`src/rtl/point_adder_arbiter.sv`:
```
// Purpose : two-way round-robin arbiter and sequencer that shares one PointAdder
//           between two requesters; identity operands (point 0) bypass the adder.
// Latency : ack one cycle after the granting IDLE cycle; done at cycle LATENCY+2
//           on the adder path, together with ack (cycle 1) on the bypass path.
// Backpressure: requesters hold req until ack; requests are only sampled in IDLE,
//           so one transaction is in flight at a time and the loser keeps waiting.
//
// Ports:
//   clk, reset            single clock, synchronous active-high reset
//   req0/req1             per-requester transaction request, held until ack
//   p1_0,p2_0 / p1_1,p2_1 per-requester operands, {y[13:7], x[6:0]}
//   ack0/ack1             one-cycle grant strobe (operands captured)
//   done0/done1           one-cycle completion strobe (sum_out valid)
//   sum_out               last completed result, held until the next completion
//   busy                  high whenever the sequencer is not in IDLE
//   add_p1/add_p2         latched operands presented to the PointAdder
//   add_load              one-cycle start pulse to the PointAdder
//   add_sum               PointAdder result, valid LATENCY cycles after add_load

module point_adder_arbiter #(
  parameter int LATENCY = 8
) (
  input  logic        clk,
  input  logic        reset,
  input  logic        req0,
  input  logic        req1,
  input  logic [13:0] p1_0,
  input  logic [13:0] p2_0,
  input  logic [13:0] p1_1,
  input  logic [13:0] p2_1,
  output logic        ack0,
  output logic        ack1,
  output logic        done0,
  output logic        done1,
  output logic [13:0] sum_out,
  output logic        busy,
  output logic [13:0] add_p1,
  output logic [13:0] add_p2,
  output logic        add_load,
  input  logic [13:0] add_sum
);

  typedef enum logic [1:0] {
    IDLE = 2'd0,
    LOAD = 2'd1,
    WAIT = 2'd2,
    DONE = 2'd3
  } state_t;

  // The counter is loaded in LOAD and counts down through WAIT; the capture
  // happens on the WAIT edge where it reads zero, which spaces the capture
  // exactly LATENCY cycles after the add_load cycle.
  localparam logic [7:0] CNT_INIT = 8'(LATENCY - 1);

  state_t      state;
  logic        prio;      // requester that wins when both ask at once
  logic        gnt;       // requester owning the transaction in flight
  logic [13:0] op1;
  logic [13:0] op2;
  logic [7:0]  cnt;

  // Arbitration and bypass decode for the IDLE cycle.
  logic        grant_vld;
  logic        grant_idx;
  logic [13:0] sel_p1;
  logic [13:0] sel_p2;
  logic        fast_hit;
  logic [13:0] fast_sum;

  always_comb begin
    grant_vld = req0 | req1;
    // With a single request the index is simply whichever one is high.
    grant_idx = (req0 & req1) ? prio : req1;
    sel_p1    = grant_idx ? p1_1 : p1_0;
    sel_p2    = grant_idx ? p2_1 : p2_0;
    // Point 0 is the group identity: P + 0 = P and 0 + Q = Q.
    fast_hit  = (sel_p1 == 14'd0) || (sel_p2 == 14'd0);
    fast_sum  = (sel_p1 == 14'd0) ? sel_p2 : sel_p1;
  end

  // The adder sees the latched operands directly, so they stay stable for the
  // whole transaction and only move on a grant edge.
  assign add_p1 = op1;
  assign add_p2 = op2;

  always_ff @(posedge clk) begin
    if (reset) begin
      state    <= IDLE;
      prio     <= 1'b0;
      gnt      <= 1'b0;
      op1      <= 14'd0;
      op2      <= 14'd0;
      cnt      <= 8'd0;
      sum_out  <= 14'd0;
      ack0     <= 1'b0;
      ack1     <= 1'b0;
      done0    <= 1'b0;
      done1    <= 1'b0;
      busy     <= 1'b0;
      add_load <= 1'b0;
    end else begin
      // Strobes are single-cycle by default; states below re-assert them.
      ack0     <= 1'b0;
      ack1     <= 1'b0;
      done0    <= 1'b0;
      done1    <= 1'b0;
      add_load <= 1'b0;

      case (state)
        IDLE: begin
          if (grant_vld) begin
            op1  <= sel_p1;
            op2  <= sel_p2;
            gnt  <= grant_idx;
            prio <= ~grant_idx;
            ack0 <= ~grant_idx;
            ack1 <= grant_idx;
            busy <= 1'b1;
            if (fast_hit) begin
              // Bypass: result is known now, skip the adder entirely.
              sum_out <= fast_sum;
              done0   <= ~grant_idx;
              done1   <= grant_idx;
              state   <= DONE;
            end else begin
              add_load <= 1'b1;
              state    <= LOAD;
            end
          end
        end

        LOAD: begin
          cnt   <= CNT_INIT;
          state <= WAIT;
        end

        WAIT: begin
          if (cnt == 8'd0) begin
            sum_out <= add_sum;
            done0   <= ~gnt;
            done1   <= gnt;
            state   <= DONE;
          end else begin
            cnt <= cnt - 8'd1;
          end
        end

        DONE: begin
          busy  <= 1'b0;
          state <= IDLE;
        end

        default: begin
          busy  <= 1'b0;
          state <= IDLE;
        end
      endcase
    end
  end

endmodule

```
`config.mk`:
```
export PLATFORM = sky130hd
export DESIGN_NAME = point_adder_arbiter
export DESIGN_NICKNAME = d
export VERILOG_FILES = /design/src/rtl/point_adder_arbiter.sv
export SDC_FILE = /design/constraint.sdc
export NUM_CORES = 1
export LEC_CHECK = 0
export CORE_MARGIN = 8
export CORE_UTILIZATION = 46
export CTS_CLUSTER_SIZE = 25
export DETAILED_ROUTE_END_ITERATION = 10
export PLACE_DENSITY = 0.84
export SETUP_SLACK_MARGIN = 0.05
export SYNTH_ARGS = -nofsm -noshare
export SYNTH_HDL_FRONTEND = slang
export SYNTH_SLANG_ARGS = --single-unit
```
`constraint.sdc`:
```
create_clock -name clk -period 2.35 [get_ports clk]
set_input_delay 0.3525 -clock clk [delete_from_list [all_inputs] [get_ports clk]]
set_output_delay 0.3525 -clock clk [all_outputs]
set_load 0.05 [all_outputs]
```
[Word-level counts from Yosys, hierarchy flattened]
Index checks and enable logic that the tools add are counted.
Word-level totals
  bits of input ports: 74
  logic and storage cells: 66
  output and inout bits: 48
  register bits: 60
Operators by class
  bitwise logic cells: 6
  equal/unequal tests: 7
  reductions and logical operators: 14
  $add $sub $neg: 1
  muxes and demuxes: 25
Operator list (number)
  $mux 14: 6
  $logic_not 14->1: 2
  $pmux 14 s2: 1
  $pmux 8 s2: 1
  $mux 1: 9
  $logic_not 8->1: 1
  $mux 8: 1
  $ne 2x2->1 const B: 4
  $pmux 2 s4: 1
  $reduce_and 2->1: 4
  $sub 8x1->8 const B: 1
  $mux 2: 3
  $pmux 1 s2: 3
  $reduce_bool 2->1: 3
  $eq 2x2->1 const B: 2
  $not 1->1: 4
  $reduce_and 4->1: 1
  $reduce_or 3->1: 1
  $eq 2x1->1 const B: 1
  $logic_not 2->1: 1
  $and 1x1->1: 1
  $logic_or 1x1->1: 1
  $or 1x1->1: 1

[Logic depth before layout (Yosys ltp)]
Gate-level depths: netlist (run 1).
  word-level depth: 8
  gate-level depth with buffers: 9
  depth with buffers taken out: 7

[Least setup slack after synthesis (run 1)]
No wires, ideal clock.
  path type: flip-flop to flip-flop
  from: reg state[0]
  to: reg sum_out[10]
  buffers on the path: 2
  data required time: 2278 ps
  library setup time: 72 ps
  arrival time: 1811 ps
  slack: 467 ps
  clock period less this slack: 1883 ps
  stages on the path, launching flop included: 9
  path through: dfxtp_1 inv_1 ha_1 clkbuf_1 inv_1 nor2_1 o31ai_4 buf_6 mux2i_1
On the way
  cells in the longest elaborated chain, start to end: 3
  elaborated cells on any way between the ends: 8
  classes of those cells: eq/ne (4); mux (1); reduce/logical (3)
Ends and longest elaborated chain
  from (decl): RTL line 55  | state_t state;
  from (signal assigned): RTL line 88  | state <= IDLE;
  from (signal assigned): RTL line 124  | state <= DONE;
  from (signal assigned): RTL line 127  | state <= LOAD;
  $eq 2x2->1 / $logic_not 2->1 (equally long branches): RTL line 109  | case (state)
  $ne 2x2->1 (no line) / $reduce_bool 2->1 (equally long branches)
  $reduce_and 4->1 (no line)
  to (signal assigned): RTL line 121  | sum_out <= fast_sum;
  to (signal assigned): RTL line 139  | sum_out <= add_sum;
  to (decl): RTL line 35  | output logic [13:0] sum_out,
Parallel ways exist; a longest one is shown, timed or not.
A chain may end at the register's enable or synchronous reset.

[Final worst setup path (run 1)]
  from: in p2_0[10]
  to: reg sum_out[8]
On the way
  cells in the longest elaborated chain, start to end: 5
Ends and longest elaborated chain
  from (decl): RTL line 28  | input logic [13:0] p2_0,
  $mux 14: RTL line 75  | sel_p2 = grant_idx ? p2_1 : p2_0;
  $logic_not 14->1: RTL line 77  | fast_hit = (sel_p1 == 14'd0) || (sel_p2 == 14'd0);
  $logic_or 1x1->1: RTL line 77
  $ne 2x2->1 (no line)
  $reduce_and 4->1 (no line)
No other way between the ends.

==> flow_results.org, run 1 <==
** Route
- For this block, the initial DRC count from the detailed router was 249.
- In this run the remaining antenna-violating nets after routing total 0.
- Signal routing reaches up to met4.
- Detailed routing placed a total of 5795 um of wire on met2.
- Dividing the detail-routed via count by the number of cells gives 5.948.
- In the routed design, unresolved DRC markers number 0.
- The detailed router put a total of just under 5000 um of wire on met1.
- Summed over all layers, the routed wires come to approximately 12000 um.
- Routed via count :: 3914
- After detailed routing, the average wire length per cell comes to 18.76 um.
- The first detailed-routing pass ran for 5 iterations.
- Wire segments on met3 add up to 1297 um in the final route.

** Synthesis
- Post-synthesis net count :: between 500 and 600
- Flops & latches, synth :: 60
- Avg Synthesized Cell Area :: around 8 um2
- YS warnings :: 0
- After synthesis, flip-flops and latches occupy 34.52% of the total area.
- The synthesized netlist occupies a cell area of 3480 um2.
- Counting every instance in the synthesized netlist gives 433.
- Counting distinct cell types in the post-synthesis netlist gives 47.

** Die
- Initial Util :: between 40% and 50%
- Horiz. Die Dim :: between 100 and 150 um
- From bottom edge to top edge, the die measures roughly 100 um.
- The die covers 10600 um2.
- Placeable Area :: between 7000 and 8000 um2
- Row generation in the floorplan step produced 31 rows.
- 122 I/O pins were placed.

** Global route
- The total overflow left after global routing is 0.
- Entering global routing, the biggest net connects 43 pins.
- Global-route wire length before repair :: 19010 um
- The initial antenna violation count came to 0.
- Number of global-route vias before repair :: approximately 3800
- Overall global routing resource usage :: ~23%

** Worst setup path
- For this run, the slowest stage of the critical path takes 0.46 ns.
- Kind of cell adding the most delay to the critical path :: simple AND/OR/NAND/NOR gates
- In this run the critical register-to-register path is launched from cnt[0]$_SDFFE_PP0P_.
- Data arrival at the endpoint of the critical path :: 2.33 ns
- Counting both buffers and inverters, the worst setup path holds a total of 2.
- STA classifies the critical path endpoint as a flop.
- Classification of the worst setup path :: input port to flop
- Launching instance or port of the critical path :: p2_0[10]
- In this run the number of cells on the critical path is 7.
- The worst register-to-register path ends at cnt[0]$_SDFFE_PP0P_.
- Cell depth of the worst flop-to-flop path :: 7
- In this run the worst setup path terminates at sum_out[8]$_SDFFE_PP0P_.
- Along the worst path, the maximum fanout reaches 13.
- Slowest cell on the critical path :: clkdlybuf4s50_1
- STA puts the critical path data required time at 2.54 ns.
- The setup check on the worst reg-to-reg path leaves a slack of 0.30 ns.
- CP startpoint kind :: input port
- List of cells traversed by the critical path :: clkdlybuf4s50_1, nor4_1, nand4_1, a211oi_2, o31ai_4, buf_12, mux2i_1

** CTS
- TritonCTS clock tree :: done
- CTS H-Tree Depth :: 3
- The root buffer cell chosen for the clock tree is clkbuf_8.
- Number of gates resized after CTS :: 0
- Counting every sink on the clock net gives 60.
- Clock Pin Slew Worst Setup and Hold Paths :: around 0.060 ns
- At the later pin of the worst-skew pair, clock insertion delay measures 0.33 ns.
- Maximum count of clock buffers along a single path :: 2
- Clock buffer count from CTS :: 9

** Timing
- Number of pins with negative max-slew slack in the final report :: 0
- RSZ-0062 raised after global routing :: no
- Max Clk Rate :: ~470 MHz
- Measured against its own limit, the worst slew margin works out to 64.69%.
- Hold slack final :: between 0.4 and 0.5 ns
- Dividing the final minimum period by the clock period gives between 90% and 100%.
- Summed over all failing endpoints, the final setup total negative slack is 0 ns.
- Clock skew after layout :: 0.005771 ns
- Pin slew with the least headroom to its limit :: 0.5280 ns
- After layout, the minimum clock period comes to about 2.1 ns.
- The number of endpoints with negative hold slack in the final report is 0.
- Number of setup violations in the final report :: 0

** Finish
- At the end of the flow, the number of nets in the layout was 634.
- Count of antenna diodes in the layout :: 0
- Layout overhead on the synthesized area :: 46.35%
- Layout cells sized above 1 :: 10.20%

** Status
- The flow ran to the end, and the final reports show no timing, DRC or antenna violations.

** Min path
- Hold depth :: 2
- Min-delay worst type :: flop to flop

** Placed design
- Buffers placed on the I/O ports in this run total 121.
- Final Wtd Congestion :: 0.9065
- DP Wirelength :: 9596 um

** Power
- Power density cells :: 1070 nW/um2
- The worst-case IR drop observed on VDD is 0.5366 mV.
- The analysis attributes to cell leakage a power of 1.956 nW.

** Run
- Max-cap violations :: 0
-- how the worst min path moves through the flow --
stage | startpoint | slack, ns | to
after floorplan | cnt[6]$_SDFFE_PP0P_ | 0.44 | cnt[6]$_SDFFE_PP0P_
after global placement | sum_out[8]$_SDFFE_PP0P_ | 0.45 | sum_out[8]$_SDFFE_PP0P_
after detailed placement | sum_out[8]$_SDFFE_PP0P_ | 0.46 | sum_out[8]$_SDFFE_PP0P_
after CTS | sum_out[5]$_SDFFE_PP0P_ | 0.47 | sum_out[5]$_SDFFE_PP0P_
after global routing | sum_out[6]$_SDFFE_PP0P_ | 0.49 | sum_out[6]$_SDFFE_PP0P_
final | sum_out[6]$_SDFFE_PP0P_ | 0.47 | sum_out[6]$_SDFFE_PP0P_
-- worst register-to-register path, cell delays in order, from the launching register on --
cell     delay [ns]
dfxtp_1        0.31
inv_1          0.10
ha_1           0.27
or4b_4         0.53
nor3_4         0.28
a21o_1         0.20
mux2i_1        0.08
and2_1         0.17
-- synth_stat cells (all sizes together) --
cell type	n	area, um2
a211oi	1	12.51
a21o	1	7.510
a21oi	10	65.07
a221oi	1	8.760
a311oi	31	271.5
a31oi	4	40.04
a32oi	1	8.760
and2	2	12.51
and3	1	6.260
buf	11	62.55
clkbuf	24	90.09
dfxtp	60	1201
ha	5	62.56
inv	26	97.59
mux2i	15	150.1
nand2	51	191.4
nand2b	14	87.58
nand3	16	80.08
nand4	6	52.55
nor2	45	171.4
nor2b	1	8.760
nor3	18	101.4
nor3b	14	105.1
nor4	13	126.4
nor4b	1	23.77
o211ai	14	105.1
o21a	2	15.01
o21ai	24	120.1
o221a	1	11.26
o311ai	14	122.6
o31ai	1	21.27
or2	1	6.260
or3	3	18.77
or4b	1	13.76
-- stage by stage --
stage          instance area [um2]  cells  power, mW  setup WS [ns]  utilization [%]
5_1_grt                       5092    658      5.742         0.1576            69.84
3_3_place_gp                  4903    642      4.547       -0.02081            67.24
6_report                      5092    658      5.447         0.2164            69.84
3_5_place_dp                  4903    642      4.608        -0.1194            67.24
2_1_floorplan                 3480    433      3.533         0.4669                -
4_1_cts                       5072    657      5.433         0.1452            69.56
-- power breakdown --
part	switching, mW	internal [mW]	leakage [nW]
clock network	0.386	0.432	0.0893
registers	0.205	1.31	0.493
logic	1.96	1.15	1.37
total	2.55	2.89	1.96
-- sequential cells by signal (all words and copies together), names as in the netlist, 2 cells and up --
register	cells
cnt	8
add_p2	14
sum_out	14
state	2
add_p1	14
-- cell usage in the layout (no fill, tap or decap), types with 2 or more instances in the layout --
master             n
nand3_1           16
o311ai_1           4
o311ai_0          10
clkdlybuf4s50_1  121
nand2_1           51
or3_1              3
and2_1             2
nor3_1            17
nor3b_1           14
dfxtp_1           60
o21ai_0           19
a311oi_1          31
mux2i_1           15
nand2b_1          14
clkinv_2           2
clkbuf_8          11
ha_1               5
buf_4             20
nand4_1            5
a21oi_1            8
buf_12             5
nor2_1            43
inv_1             25
nor4_1            10
o211ai_1          14
a31oi_1            3
nor4_4             3
clkbuf_1           2
o21a_1             2
o21ai_1            4
-- cell type report --
class	instances	area, um2
Clock inverter	2	10.01
Multi-Input combinational cell	312	2039
Timing Repair Buffer	146	1461
Fill cell	596	2200
Inverter	26	97.59
Tap cell	99	123.9
Sequential cell	60	1201
Clock buffer	13	158.9
-- what timing repair did --
| action | CTS | global route |
|---|---|---|
| hold buffers | 0 | 0 |
| setup endpoints to repair | 0 | 11 |
| setup buffers | 0 | 1 |
-- kinds of logic after synthesis --
| logic type | count (synthesis) | share of synthesized area (%) |
|---|---|---|
| AO/OA/AOI/OAI | 105 | 23.26 |
| adder cells (fa/ha/maj) | 5 | 1.798 |
| buffers and inverters | 61 | 7.191 |
| flip-flops | 60 | 34.52 |
| multiplexers | 15 | 4.315 |
| AND/OR/NAND/NOR | 187 | 28.91 |
-- metal layers --
layer	vias to the layer above	GRT usage [%]
met5	-	0
met1	1821	27.82
met2	229	37.77
met4	0	9.789
li1	1837	-
met3	27	6.280
Note: power is estimated with default switching activity, not from simulation.
==> run 2: changes to the inputs <==
--- a/config.mk
+++ b/config.mk
@@ -10,7 +10,7 @@
 export CTS_CLUSTER_SIZE = 25
 export DETAILED_ROUTE_END_ITERATION = 10
 export PLACE_DENSITY = 0.84
-export SETUP_SLACK_MARGIN = 0.05
+export SETUP_SLACK_MARGIN = 0.3
 export SYNTH_ARGS = -nofsm -noshare
 export SYNTH_HDL_FRONTEND = slang
 export SYNTH_SLANG_ARGS = --single-unit
==> run 2 against run 1 <==
First-iteration DRC count rose by 25%. Sequential share of layout area shrank 0.26 points. Power is 0.71% higher. Highest routed layer unchanged.
==> flow_results.org, run 2 (synthesis gave the netlist of run 1 again) <==
** Worst setup path
- The worst setup path is launched from an input port.
- In this run the worst path has a maximum fanout of 14.
- Kind of cell adding the most delay to the critical path :: buffers and inverters
- The number of buffers and inverters on the critical path is 2.
- For this run, the slowest stage of the critical path takes 0.46 ns.
- Slowest cell on the critical path :: clkdlybuf4s50_1
- Walking the worst path, the cells encountered are clkdlybuf4s50_1, nor4_2, nand4_1, a211oi_2, o31ai_4, buf_12, mux2i_1.
- Critical path depth :: 7
- Worst path required time :: 2.55 ns
- The setup path with the least slack is of type input port to flop.
- The worst setup path is captured at a flop.
- Cell depth of the worst flop-to-flop path :: 8
- Data arrives at the worst endpoint at between 2 and 2.5 ns.

** Timing
- Headroom to the max-slew limit came out at 64.63%.
- The number of endpoints with negative hold slack in the final report is 0.
- Hold timing on the final database bottoms out at a slack of 0.3653 ns.
- Setup violations remaining at the end of the flow were counted as 0.
- Adding up every negative setup slack in the final design gives 0 ns.
- Max Clk Rate :: 491.9 MHz
- For the finished layout, the period the worst path requires is 2.033 ns.
- Post-route fraction of the period consumed by the critical path :: 86.51%
- Setup repair after global routing could not meet its margin everywhere.
- Pin slew with the least headroom to its limit :: 0.5289 ns
- Number of pins with negative max-slew slack in the final report :: 0
- For the final database, setup skew stands at 0.004700 ns.

** CTS
- After clock tree synthesis, the clock-pin slew on the worst setup and hold paths is approximately 0.060 ns.
- Buffers inserted during clock tree synthesis total 9.
- TritonCTS clock tree :: done
- Clock tree root buffer cell :: clkbuf_8
- Clock tree synthesis found a total of 60 sinks.
- The H-tree generated during clock tree synthesis spans 3 levels.
- Maximum count of clock buffers along a single path :: 2
- Skew-Pair Late Insertion Delay :: 0.33 ns

** Global route
- Maximum number of pins on one net before global-route repair :: 43
- Global routing used a little under a quarter of the available tracks across all layers.
- Number of antenna violations at the first check in global routing :: 0
- The first global-routing pass estimated 19040 um of wire.
- Global-route congestion overflow total :: 0
- The number of global-route vias before repair is 3795.

** Route
- Per-cell routed wire length :: 19.03 um
- Final ANT Viol Nets :: 0
- The pre-antenna-repair detailed-routing pass consisted of 5 iterations.
- Number of remaining DRC errors :: 0
- Sum of routed wire length over all layers :: 12580 um
- Routed via count :: a little under 4000
- Via/cell ratio :: 5.914
- Detailed router's first-iteration violation count :: around 310

** Power
- The internal power of the cells totals 2.909 mW.
- Part of the total power dissipated in combinational logic :: 57.5%
- Total power :: roughly 5.5 mW
- Peak supply drop :: about 0.54 mV
- Net switching power :: about 2.6 mW
- Summed over all cells, the static leakage comes to approximately 2.0 nW.
- In this run, the clock network consumes 15.0% of the power.
- Registers are responsible for 27.6% of the overall power.
- Power density cells :: about 1100 nW/um2
- In this run switching power makes up 46.97% of total power.

** Finish
- The post-route netlist has a little under an eighth of its cells at a drive strength greater than 1.
- Most frequent standard cell in the layout excluding fill and tap cells :: clkdlybuf4s50_1
- Layout overhead on the synthesized area :: 47.97%
- Total of fill cells in the finished design :: 585
- Net total in the final layout :: 637
- Count of antenna diodes in the layout :: 0
- After routing the design area is 5149 um2.
- The library cells used most frequently in the layout, excluding fill and tap cells, are clkdlybuf4s50_1, dfxtp_1, nand2_1.

** Placed design
- Port buffering added 121 buffers.
- Summing all placed instances gives a cell area of between 4000 and 5000 um2.
- DP Wirelength :: about 9600 um
- Final Wtd Congestion :: 0.9065

** Die
- After floorplanning, the core was divided into 31 placement rows.
- Horiz. Die Dim :: 103.0 um
- The region available for standard cell placement spans 7292 um2.
- DIE AREA :: ~11000 um2
- For this configuration, the core starts out at a cell density of ~48%.
- Number of top-level pins :: between 100 and 150
- The die is 103.0 um tall.

** Min path
- Min-delay worst type :: input port to flop
- The worst hold path passes through 3 cells.

** Run
- Max-cap violations :: 0

** Status
- Result of the run :: complete, no violations
[run 2: power by group through the flow]
stage | combinational (mW) | sequential (mW) | clock [mW]
3_3_place_gp | 3.03 | 1.52 | 0
3_5_place_dp | 3.08 | 1.52 | 0
4_1_cts | 3.11 | 1.51 | 0.825
5_1_grt | 3.37 | 1.55 | 0.862
2_1_floorplan | 1.28 | 2.26 | 0
6_report | 3.15 | 1.51 | 0.822
[run 2: worst register-to-register path: stages (launching register included)]
cell     delay [ns]
dfxtp_1        0.32
inv_1          0.12
ha_2           0.25
nor4b_4        0.30
a31oi_4        0.22
a21oi_4        0.24
o31ai_4        0.11
buf_12         0.17
mux2i_1        0.13
[run 2: final timing paths]
| path | from | to | slack, ns |
|---|---|---|---|
| max reg2reg | cnt[0]$_SDFFE_PP0P_ | sum_out[8]$_SDFFE_PP0P_ | 0.37 |
| min | p2_0[9] | add_p2[9]$_SDFFE_PP0P_ | 0.37 |
| min reg2reg | sum_out[6]$_SDFFE_PP0P_ | sum_out[6]$_SDFFE_PP0P_ | 0.47 |
| max | p2_0[0] | sum_out[8]$_SDFFE_PP0P_ | 0.32 |
[run 2: what timing repair did]
action	CTS	global route
resized for setup	0	10
buffers inserted	2	2
endpoints found under the setup margin	14	16
pin swaps	3	5
hold buffers	0	0
[run 2: per-layer routing]
layer	part of all wire, %	track usage (%)	vias up	routed length (um)
li1	-	-	1841	-
met5	0	0	-	0
met4	3.1	9.789	0	385
met3	10	6.415	33	1311
met2	46	37.77	221	5846
met1	40	27.86	1814	5036
[run 2: stage by stage]
| step | setup WS (ns) | utilization (%) | cells |
|---|---|---|---|
| 2_1_floorplan | 0.4669 | - | 433 |
| 3_3_place_gp | -0.02081 | 67.24 | 642 |
| 3_5_place_dp | -0.1194 | 67.24 | 642 |
| 4_1_cts | 0.3093 | 69.94 | 659 |
| 5_1_grt | 0.2537 | 70.61 | 661 |
| 6_report | 0.3171 | 70.61 | 661 |
[run 2: final cells by class]
cell class | instances | area [um2] | area share, %
Timing Repair Buffer | 149 | 1491 | 28.97
Tap cell | 99 | 123.9 | 2.406
Sequential cell | 60 | 1201 | 23.33
Clock inverter | 2 | 10.01 | 0.1944
Inverter | 26 | 97.59 | 1.896
Multi-Input combinational cell | 312 | 2066 | 40.12
Clock buffer | 13 | 158.9 | 3.086
==> run 3: changes to the inputs <==
--- a/config.mk
+++ b/config.mk
@@ -11,6 +11,7 @@
 export DETAILED_ROUTE_END_ITERATION = 10
 export PLACE_DENSITY = 0.84
 export SETUP_SLACK_MARGIN = 0.3
+export SLEW_MARGIN = 20
 export SYNTH_ARGS = -nofsm -noshare
 export SYNTH_HDL_FRONTEND = slang
 export SYNTH_SLANG_ARGS = --single-unit
==> results of run 3 <==
The final DEF is identical to that of run 2; final timing and power are the same.
